[src/rtl/phase_sweep_pkg.sv]
// rtl/phase_sweep_pkg.sv - shared state encoding and saturating adder for the phase sweep scheduler
package phase_sweep_pkg;

    typedef enum logic [2:0] {
        ST_IDLE    = 3'd0,
        ST_CLEAR   = 3'd1,
        ST_SETTLE  = 3'd2,
        ST_MEASURE = 3'd3,
        ST_RECORD  = 3'd4,
        ST_DONE    = 3'd5
    } state_t;

    // Adds two nb-bit values (nb <= 64); a carry out of bit nb-1 clamps to all-ones.
    function automatic logic [63:0] sat_add(input logic [63:0] a, input logic [63:0] b,
                                            input int unsigned nb);
        logic [64:0] sum;
        logic [64:0] lim;
        sum = {1'b0, a} + {1'b0, b};
        lim = 65'd1 << nb;
        if (sum >= lim) begin
            return 64'(lim - 65'd1);
        end
        return sum[63:0];
    endfunction

endpackage

[src/rtl/cycle_timer.sv]
// rtl/cycle_timer.sv - down-counter shared by the CLEAR, SETTLE and MEASURE phases
module cycle_timer #(
    parameter int W = 8
) (
    input  logic         clock,
    input  logic         reset,
    input  logic         i_load,
    input  logic [W-1:0] i_load_value,
    input  logic         i_enable,
    output logic         o_expired
);

    logic [W-1:0] r_count;

    // Load value is cycles-1, so o_expired rises in the last cycle of the interval.
    always_ff @(posedge clock) begin
        if (reset) begin
            r_count <= '0;
        end else if (i_load) begin
            r_count <= i_load_value;
        end else if (i_enable && (r_count != '0)) begin
            r_count <= r_count - 1'b1;
        end
    end

    assign o_expired = (r_count == '0);

endmodule

[src/rtl/phase_sweep_ctrl.sv]
// rtl/phase_sweep_ctrl.sv - sweeps RX sampling phase, measures BER per phase and applies the best one
module phase_sweep_ctrl
    import phase_sweep_pkg::*;
#(
    parameter int NB_BER        = 64,
    parameter int NB_OFFSET     = 2,
    parameter int CLR_CYCLES    = 4,
    parameter int SETTLE_CYCLES = 64,
    parameter int MEAS_BITS     = 1024,
    parameter int TIMEOUT       = 2**20
) (
    input  logic                 clock,
    input  logic                 reset,
    input  logic                 i_start,
    input  logic                 i_abort,
    input  logic [NB_BER-1:0]    i_bit_count,
    input  logic [NB_BER-1:0]    i_err_count_i,
    input  logic [NB_BER-1:0]    i_err_count_q,
    output logic [NB_OFFSET-1:0] o_offset,
    output logic                 o_ber_clear,
    output logic                 o_busy,
    output logic                 o_done,
    output logic                 o_timeout,
    output logic [NB_OFFSET-1:0] o_best_offset,
    output logic [NB_BER-1:0]    o_best_errors
);

    localparam int TMR_MAX0 = (CLR_CYCLES > SETTLE_CYCLES) ? CLR_CYCLES : SETTLE_CYCLES;
    localparam int TMR_MAX  = (TMR_MAX0 > TIMEOUT) ? TMR_MAX0 : TIMEOUT;
    localparam int TW       = $clog2(TMR_MAX + 1);

    state_t                 r_state;
    state_t                 w_next;
    logic                   r_start_d;
    logic [NB_OFFSET-1:0]   r_cur;
    logic [NB_OFFSET-1:0]   r_best_off;
    logic [NB_OFFSET-1:0]   r_applied;
    logic [NB_OFFSET-1:0]   r_offset;
    logic [NB_OFFSET-1:0]   r_best_offset;
    logic [NB_BER-1:0]      r_best_err;
    logic [NB_BER-1:0]      r_best_errors;
    logic                   r_ber_clear;
    logic                   r_busy;
    logic                   r_done;
    logic                   r_timeout;
    logic                   r_phase_to;

    logic                   w_start_edge;
    logic                   w_bits_done;
    logic                   w_tmr_expired;
    logic                   w_tmr_load;
    logic                   w_tmr_en;
    logic [TW-1:0]          w_tmr_value;
    logic [63:0]            w_sum64;
    logic [NB_BER-1:0]      w_rec_err;
    logic                   w_better;
    logic [NB_BER-1:0]      w_best_err_nxt;
    logic [NB_OFFSET-1:0]   w_best_off_nxt;

    cycle_timer #(.W(TW)) u_timer (
        .clock        (clock),
        .reset        (reset),
        .i_load       (w_tmr_load),
        .i_load_value (w_tmr_value),
        .i_enable     (w_tmr_en),
        .o_expired    (w_tmr_expired)
    );

    // Sampled without reset so a start level held through reset never looks like an edge.
    always_ff @(posedge clock) begin
        r_start_d <= i_start;
    end

    assign w_start_edge = i_start && !r_start_d;
    assign w_bits_done  = (i_bit_count >= NB_BER'(MEAS_BITS));
    assign w_tmr_en     = (r_state == ST_CLEAR) || (r_state == ST_SETTLE) || (r_state == ST_MEASURE);

    assign w_sum64        = sat_add(64'(i_err_count_i), 64'(i_err_count_q), NB_BER);
    assign w_rec_err      = r_phase_to ? '1 : w_sum64[NB_BER-1:0];
    assign w_better       = (w_rec_err < r_best_err);
    assign w_best_err_nxt = w_better ? w_rec_err : r_best_err;
    assign w_best_off_nxt = w_better ? r_cur : r_best_off;

    always_comb begin
        w_next = r_state;
        case (r_state)
            ST_IDLE:    if (w_start_edge) w_next = ST_CLEAR;
            ST_CLEAR:   if (w_tmr_expired) w_next = ST_SETTLE;
            ST_SETTLE:  if (w_tmr_expired) w_next = ST_MEASURE;
            ST_MEASURE: if (w_bits_done || w_tmr_expired) w_next = ST_RECORD;
            ST_RECORD:  w_next = (r_cur == '1) ? ST_DONE : ST_CLEAR;
            ST_DONE:    w_next = ST_IDLE;
            default:    w_next = ST_IDLE;
        endcase
        if (i_abort) begin
            w_next = ST_IDLE;
        end
    end

    always_comb begin
        w_tmr_load  = (w_next != r_state) &&
                      ((w_next == ST_CLEAR) || (w_next == ST_SETTLE) || (w_next == ST_MEASURE));
        w_tmr_value = TW'(CLR_CYCLES - 1);
        if (w_next == ST_SETTLE) begin
            w_tmr_value = TW'(SETTLE_CYCLES - 1);
        end else if (w_next == ST_MEASURE) begin
            w_tmr_value = TW'(TIMEOUT - 1);
        end
    end

    always_ff @(posedge clock) begin
        if (reset) begin
            r_state       <= ST_IDLE;
            r_cur         <= '0;
            r_best_off    <= '0;
            r_applied     <= '0;
            r_offset      <= '0;
            r_best_offset <= '0;
            r_best_err    <= '1;
            r_best_errors <= '1;
            r_ber_clear   <= 1'b0;
            r_busy        <= 1'b0;
            r_done        <= 1'b0;
            r_timeout     <= 1'b0;
            r_phase_to    <= 1'b0;
        end else begin
            r_state     <= w_next;
            r_ber_clear <= (w_next == ST_CLEAR);
            r_busy      <= (w_next != ST_IDLE);
            r_done      <= (w_next == ST_DONE);
            case (r_state)
                ST_IDLE: begin
                    if (w_next == ST_CLEAR) begin
                        r_cur      <= '0;
                        r_offset   <= '0;
                        r_best_err <= '1;
                        r_best_off <= '0;
                        r_timeout  <= 1'b0;
                    end
                end
                ST_MEASURE: begin
                    if (w_next == ST_RECORD) begin
                        r_phase_to <= !w_bits_done;
                        if (!w_bits_done) r_timeout <= 1'b1;
                    end
                end
                ST_RECORD: begin
                    r_best_err <= w_best_err_nxt;
                    r_best_off <= w_best_off_nxt;
                    if (w_next == ST_CLEAR) begin
                        r_cur    <= r_cur + 1'b1;
                        r_offset <= r_cur + 1'b1;
                    end else if (w_next == ST_DONE) begin
                        r_offset      <= w_best_off_nxt;
                        r_applied     <= w_best_off_nxt;
                        r_best_offset <= w_best_off_nxt;
                        r_best_errors <= w_best_err_nxt;
                    end
                end
                default: ;
            endcase
            // Abort falls back to the last applied result.
            if (i_abort && (r_state != ST_IDLE)) begin
                r_offset <= r_applied;
            end
        end
    end

    assign o_offset      = r_offset;
    assign o_ber_clear   = r_ber_clear;
    assign o_busy        = r_busy;
    assign o_done        = r_done;
    assign o_timeout     = r_timeout;
    assign o_best_offset = r_best_offset;
    assign o_best_errors = r_best_errors;

endmodule
[config.mk]
export PLATFORM = sky130hd
export DESIGN_NAME = phase_sweep_ctrl
export DESIGN_NICKNAME = d
export VERILOG_FILES = /design/src/rtl/phase_sweep_pkg.sv /design/src/rtl/cycle_timer.sv /design/src/rtl/phase_sweep_ctrl.sv
export SDC_FILE = /design/constraint.sdc
export NUM_CORES = 1
export LEC_CHECK = 0
export BUFFER_PORTS_ARGS = -buffer_cell sky130_fd_sc_hd__buf_4
export CAP_MARGIN = 10
export CORE_ASPECT_RATIO = 0.75
export CORE_MARGIN = 2
export CORE_UTILIZATION = 56
export DETAILED_ROUTE_END_ITERATION = 8
export GPL_ROUTABILITY_DRIVEN = 0
export PLACE_DENSITY = 0.93
export SLEW_MARGIN = 10
export SYNTH_ARGS = -nofsm -noshare
export SYNTH_HDL_FRONTEND = slang
export SYNTH_SLANG_ARGS = --single-unit
[constraint.sdc]
create_clock -name clock -period 6.5 [get_ports clock]
set_input_delay 0.325 -clock clock [delete_from_list [all_inputs] [get_ports clock]]
set_output_delay 0.325 -clock clock [all_outputs]
set_load 0.05 [all_outputs]
==> summary.md, run 1 <==
| Metric | Value |
|---|---|
| Cell Area, Placed | `14900 um2` |
| Largest net degree at the start of global routing | `79` |
| Post-route ant nets | `0` |
| Design Area, Final | `15530 um2` |
| WS Path Type | `input port to flop` |
| Synthesized cell area | `12640 um2` |
| Most frequent cells in the layout | `288 x buf_4, 215 x a21oi_1, 166 x dfxtp_1` |
| Multi-input gate area | `8636 um2` |
| Crit share post-route | `95.92%` |
| CTS buffer count | `17` |
| Root buf cell | `clkbuf_16` |
| RSZ-0062 raised after global routing | `false` |
| Inst Count DP | `2138` |
| Yosys cell types | `86` |
| Nets | `2192` |
| DP HPWL | `30070 um` |
| Initial core utilization | `57.16%` |
| Sequential share of the synthesized area | `26.29%` |
| Met2 usage | `54.03%` |
| Worst Clk Skew | `0.01253 ns` |
| Layout area overhead | `22.85%` |
| CTS max path bufs | `2` |
| Die H | `134.1 um` |
| Max stage delay on crit path | `0.52 ns` |
| Layout cells sized above 1 | `19.52%` |
| Fin cells | `2169` |
| Die width | `177.5 um` |
| Pins Over Slew Limit | `0` |
| H-tree levels | `4` |
| Minimum clock period | `6.235 ns` |
| Setup-failing EPs final | `0` |
| CTS tree | `built` |
| Top delay family on crit path | `compound AO/OA/AOI/OAI gates` |
| Final hold violation count | `0` |
| Post-Syn Nets | `1964` |
| Largest family of logic cells by synthesized area | `compound AO/OA/AOI/OAI gates` |
| Number of flops mapped to enable cells by yosys | `0` |
| Simple logic cell fraction of the synthesized area | `19.43%` |
| Port bufs | `257` |
| Compound-Gate Fraction of Synth Area | `30.70%` |
| Post-synthesis area per instance | `7.716 um2` |
| Worst slew margin | `49.67%` |
| Vias per cell | `6.467` |
| Die footprint | `23800 um2` |
| FF/Latch Area | `3323 um2` |
| Yosys warns | `0` |
| Setup Slack @ Placement | `-0.03863 ns` |
| Peak fanout along the critical path | `38` |
| Initial drt markers | `1798` |
| Xor and xnor fraction of the mapped netlist area | `3.673%` |
| Register-to-register setup slack | `1.51 ns` |
| Worst hold path class | `input port to flop` |
| Antenna violations before repair | `0` |
| First-pass GRT wire length | `63850 um` |
| Routing usage on met3 | `7.398%` |
| Buf/Inv on CP | `2` |
| PwrDens | `218.0 nW/um2` |
| I/O pins | `268` |
| Final worst setup slack | `0.2650 ns` |
| Total gr overflow | `0` |
| FILL cells | `1686` |
| All-layer global routing usage | `32.88%` |
| CP max stage cell | `o311ai_0` |
| Antenna Diode Count | `0` |
| Mux cell area share after synthesis | `1.128%` |
| CP dominant cell by count | `a21oi_1` |
| Crit-path cells | `buf_4 -> ha_1 -> a211oi_1 -> o211ai_1 -> a41oi_1 -> a22oi_1 -> o21ai_1 -> a21oi_1 -> a211o_1 -> xor2_1 -> nand2b_1 -> ha_1 -> a21oi_1 -> nand2_1 -> o311ai_0 -> o311ai_0 -> a21oi_1 -> o211a_1 -> nor4b_4 -> buf_4 -> nor3_1 -> a21oi_1 -> o21ai_0` |
| # rows | `47` |
| Busiest grt layer | `met2` |
| DR vias | `14030` |
| Clock slew at the register clock pins of the worst setup and hold paths | `0.06 ns` |
| Post-synthesis cell count | `1638` |
| Post-Route WL | `40730 um` |
| # DRC | `0` |
| Outcome | `completed` |
| Core Area | `22110 um2` |
| Adder-Cell Fraction of Synth Area | `12.93%` |
| Worst slew pin tran | `0.7549 ns` |
| Num Clock Sinks | `166` |
| Peak VDD IR | `0.1997 mV` |
| CP required | `6.80 ns` |
| Initial DRT Pass Iterations | `8` |
| Setup crit end kind | `flop` |
| Vias in the first global route | `13110` |
| Post-synth top flop | `dfxtp_1` |
| Worst Path Arrival | `6.53 ns` |
| Yosys reg bits | `166` |
| Ys async rst share | `0%` |
| Pleak | `7.127 nW` |
| Routed wire per std cell | `18.78 um` |
| Met1 Usage GRT | `41.84%` |
| Clk_lat worst skew | `0.44 ns` |
| Max cap viols | `0` |
| Worst setup SP type | `input port` |
| Fmax | `160.4 MHz` |
| Commonest non-fill, non-tap cell in the layout | `buf_4` |
-- registers in the layout, indices dropped and copies added, names as in the netlist --
| register | flops |
|---|---|
| r_start_d | 1 |
| o_timeout | 1 |
| r_cur | 2 |
| u_timer.r_count | 21 |
| r_state | 3 |
| r_best_off | 2 |
| o_done | 1 |
| o_best_offset | 2 |
| o_offset | 2 |
| r_phase_to | 1 |
| o_best_errors | 64 |
| o_ber_clear | 1 |
| r_best_err | 64 |
| o_busy | 1 |
-- cell type report --
class,count,share of cell area [%]
Inverter,96,2.321
Clock inverter,5,0.6446
Sequential cell,166,21.40
Multi-Input combinational cell,1291,55.62
Tap cell,294,2.369
Timing Repair Buffer,294,14.63
Clock buffer,23,3.014
-- power by group --
group          internal [mW]  leakage, nW  switching (mW)
Sequential              1.05         1.34          0.0368
Clock                  0.615        0.279           0.408
Combinational          0.513         5.50           0.763
-- metal layers --
layer  routed length (um)  up-vias
met4                 1394        0
met1                16180     6461
met5                    0        -
li1                     -     6505
met3                 4365      131
met2                18790      931
-- worst register-to-register path, stage by stage, from the launching register on --
cell and delay, ns:
dfxtp_1 0.35, a2111oi_1 0.44, o21ai_1 0.24, buf_4 0.22, nor2_4 0.15, buf_12 0.23, o21ai_0 0.27, ha_1 0.29
a2111oi_0 0.42, o21ai_0 0.18, a221oi_1 0.26, o311ai_0 0.21, a21oi_1 0.19, o211a_1 0.19, nor4b_4 0.26, buf_4 0.46
nor3_1 0.11, a21oi_1 0.26, o21ai_0 0.11
-- cell usage after synthesis, types with 34 or more instances --
cell type	n	area share [%]
a21oi_1	216	8.6
dfxtp_1	166	26
nand2_1	136	4.0
ha_1	129	13
o21ai_0	129	5.1
inv_1	96	2.9
nor2_1	94	2.8
nor3_1	79	3.1
clkbuf_1	53	1.6
o22a_1	48	3.3
nand3_1	34	1.3
xnor2_1	34	2.4
-- logic make-up (layout without fill, tap and decap cells) --
logic type / after synthesis / in the layout
AO/OA/AOI/OAI: 605 / 605
AND/OR/NAND/NOR: 489 / 489
buffers and inverters: 181 / 418
flip-flops: 166 / 166
adder cells (fa/ha/maj): 130 / 130
XOR/XNOR: 53 / 53
multiplexers: 14 / 14
-- per-stage QoR --
step | hold WS [ns] | utilization [%] | setup TNS, ns | total power, mW
CTS | 0.2863 | 70.00 | 0 | 3.340
floorplan | 0.3527 | - | 0 | 1.970
detailed placement | 0.4412 | 67.38 | -0.1018 | 2.323
global route | 0.3277 | 70.22 | 0 | 3.537
finish | 0.2952 | 70.22 | 0 | 3.384
global placement | 0.4391 | 67.38 | 0 | 2.272
-- what timing repair did --
action                                  in CTS  in global routing
resized for setup                            0                  5
endpoints found under the setup margin       0                101
endpoints found under the hold margin        1                  0
hold buffers                                 1                  0
setup buffers                                0                  2
-- worst paths after layout --
path	start	to	cells after the start
setup / recovery	i_err_count_i[1]	o_best_errors[43]	23
hold / removal	reset	r_best_off[1]	2
setup reg to reg	r_phase_to	o_best_errors[43]	18
hold reg to reg	r_best_err[2]	r_best_err[2]	1
No activity file was read; power rests on OpenSTA's default activity.
==> inputs of run 2 (changes only) <==
--- a/config.mk
+++ b/config.mk
@@ -12,7 +12,7 @@
 export CORE_UTILIZATION = 56
 export DETAILED_ROUTE_END_ITERATION = 8
 export GPL_ROUTABILITY_DRIVEN = 0
-export PLACE_DENSITY = 0.93
+export PLACE_DENSITY = 0.9
 export SLEW_MARGIN = 10
 export SYNTH_ARGS = -nofsm -noshare
 export SYNTH_HDL_FRONTEND = slang
==> summary.md, run 2 (same netlist as run 1, synthesis figures left out) <==
| Metric | Value |
|---|---|
| Fmax | `161.8 MHz` |
| Metal2 WL | `18190 um` |
| Vias per cell | `6.340` |
| Root buf cell | `clkbuf_16` |
| Final hold violation count | `0` |
| Antenna Diode Count | `0` |
| Port bufs | `257` |
| Total gr overflow | `0` |
| H-tree levels | `4` |
| Worst slew pin tran | `1.126 ns` |
| Largest net degree at the start of global routing | `120` |
| WS Path Type | `input port to flop` |
| Vias in the first global route | `12790` |
| DR vias | `13770` |
| First-pass GRT wire length | `62880 um` |
| Pwr Total | `3.343 mW` |
| WL met3 | `4042 um` |
| Inst Count DP | `2138` |
| Hold_sp | `i_abort` |
| Antenna violations before repair | `0` |
| Clock slew at the register clock pins of the worst setup and hold paths | `0.07 ns` |
| Final worst setup slack | `0.3188 ns` |
| Layout cells sized above 1 | `19.82%` |
| Num Clock Sinks | `166` |
| Max cap viols | `0` |
| Pleak | `7.110 nW` |
| Cells on Worst Hold Path | `3` |
| Worst hold path class | `input port to flop` |
| Initial drt markers | `1501` |
| Setup Slack @ Placement | `-0.07902 ns` |
| Clk_lat worst skew | `0.45 ns` |
| Worst Path Arrival | `6.57 ns` |
| Worst Clk Skew | `0.01193 ns` |
| Die width | `177.5 um` |
| Post-Route WL | `39880 um` |
| FILL cells | `1707` |
| CTS max path bufs | `2` |
| R2R Path End | `o_best_errors[54]` |
| CTS tree | `built` |
| Worst setup SP type | `input port` |
| Routed wire per std cell | `18.37 um` |
| All-layer global routing usage | `32.48%` |
| End of the worst hold path | `r_state[0]` |
| Die H | `134.1 um` |
| Setup crit end kind | `flop` |
| Initial core utilization | `57.16%` |
| Worst slew margin | `24.91%` |
| Commonest non-fill, non-tap cell in the layout | `buf_4` |
| Die footprint | `23800 um2` |
| Post-route ant nets | `0` |
| Post-CTS setup buffers | `0` |
| Crit share post-route | `95.09%` |
| Total Neg Setup Slack | `0 ns` |
| Core Area | `22110 um2` |
| # rows | `47` |
| R2R depth | `18` |
| Peak fanout along the critical path | `27` |
| Layout area overhead | `22.84%` |
| Outcome | `completed` |
| Minimum clock period | `6.181 ns` |
| Fin cells | `2171` |
| DP HPWL | `29110 um` |
| RSZ-0062 raised after global routing | `false` |
| Uppermost layer routed | `met4` |
| CTS buffer count | `17` |
| Worst r2r src | `r_phase_to` |
| I/O pins | `268` |
| Most frequent cells in the layout | `285 x buf_4, 214 x a21oi_1, 166 x dfxtp_1` |
| Nets | `2190` |
| Pins Over Slew Limit | `0` |
| Peak VDD IR | `0.2085 mV` |
| # DRC | `0` |
| Initial DRT Pass Iterations | `6` |
| Register-to-register setup slack | `1.45 ns` |
| M1 WL | `16380 um` |
| CP required | `6.89 ns` |
| PwrDens | `215.3 nW/um2` |
| Setup-failing EPs final | `0` |
==> run 2: worst max path at each step <==
stage          slack (ns)  depth (start not counted)             start                end
3_5_place_dp        -0.08                         25  i_err_count_i[1]      r_best_err[4]
3_3_place_gp          0.1                         25  i_err_count_i[1]      r_best_err[5]
4_1_cts              0.21                         24  i_err_count_i[1]  o_best_errors[54]
5_1_grt              0.04                         27  i_err_count_i[0]  o_best_errors[30]
6_report             0.32                         25  i_err_count_i[0]  o_best_errors[54]
2_1_floorplan        1.15                         24  i_err_count_i[0]  o_best_errors[62]
==> run 2: per-layer routing <==
| metal | track usage (%) | vias up |
|---|---|---|
| met4 | 11.70 | 0 |
| met5 | 0 | - |
| met1 | 42.54 | 6319 |
| li1 | - | 6514 |
| met3 | 5.896 | 94 |
| met2 | 53.55 | 838 |
==> run 2: cell type report <==
type / count / area, um2 / area share (%)
Inverter: 96 / 360.3 / 2.321
Sequential cell: 166 / 3323 / 21.40
Tap cell: 294 / 367.9 / 2.369
Multi-Input combinational cell: 1291 / 8635 / 55.61
Timing Repair Buffer: 292 / 2270 / 14.62
Clock inverter: 12 / 103.9 / 0.6689
Clock buffer: 20 / 466.7 / 3.006
==> run 2: metrics by stage <==
stage	area, um2	hold WS (ns)	util (%)
floorplan	12640	0.3527	-
finish	15530	0.3128	70.22
global route	15530	0.3112	70.22
CTS	15500	0.3061	70.12
global placement	14920	0.4388	67.50
detailed placement	14920	0.4384	67.50
==> run 2: report_power, final <==
group / switching [mW] / internal [mW] / total [mW] / leakage, nW
registers: 0.0382 / 1.05 / 1.09 / 1.34
logic: 0.753 / 0.514 / 1.27 / 5.50
clock network: 0.436 / 0.554 / 0.990 / 0.266
==> run 2: worst max-delay path, stage by stage <==
cell      delay (ns)
buf_4           0.09
ha_1            0.20
fa_1            0.25
a211oi_1        0.11
o21ai_2         0.24
o21ai_1         0.16
o211ai_1        0.56
a21oi_2         0.20
o31ai_2         0.53
a21boi_0        0.23
o21ai_0         0.26
mux2_2          0.40
inv_1           0.07
ha_1            0.13
nand4_1         0.16
nor4_1          0.50
nand2_1         0.14
a211oi_1        0.33
nor2_1          0.12
o211a_1         0.24
o21a_2          0.15
or2_2           0.36
buf_12          0.19
a311oi_1        0.44
a211o_1         0.16
==> run 2: repair_timing <==
item | CTS | global route
hold endpoints to repair | 1 | 0
gates resized for setup | 0 | 6
endpoints found under the setup margin | 0 | 132
hold buffers | 1 | 0
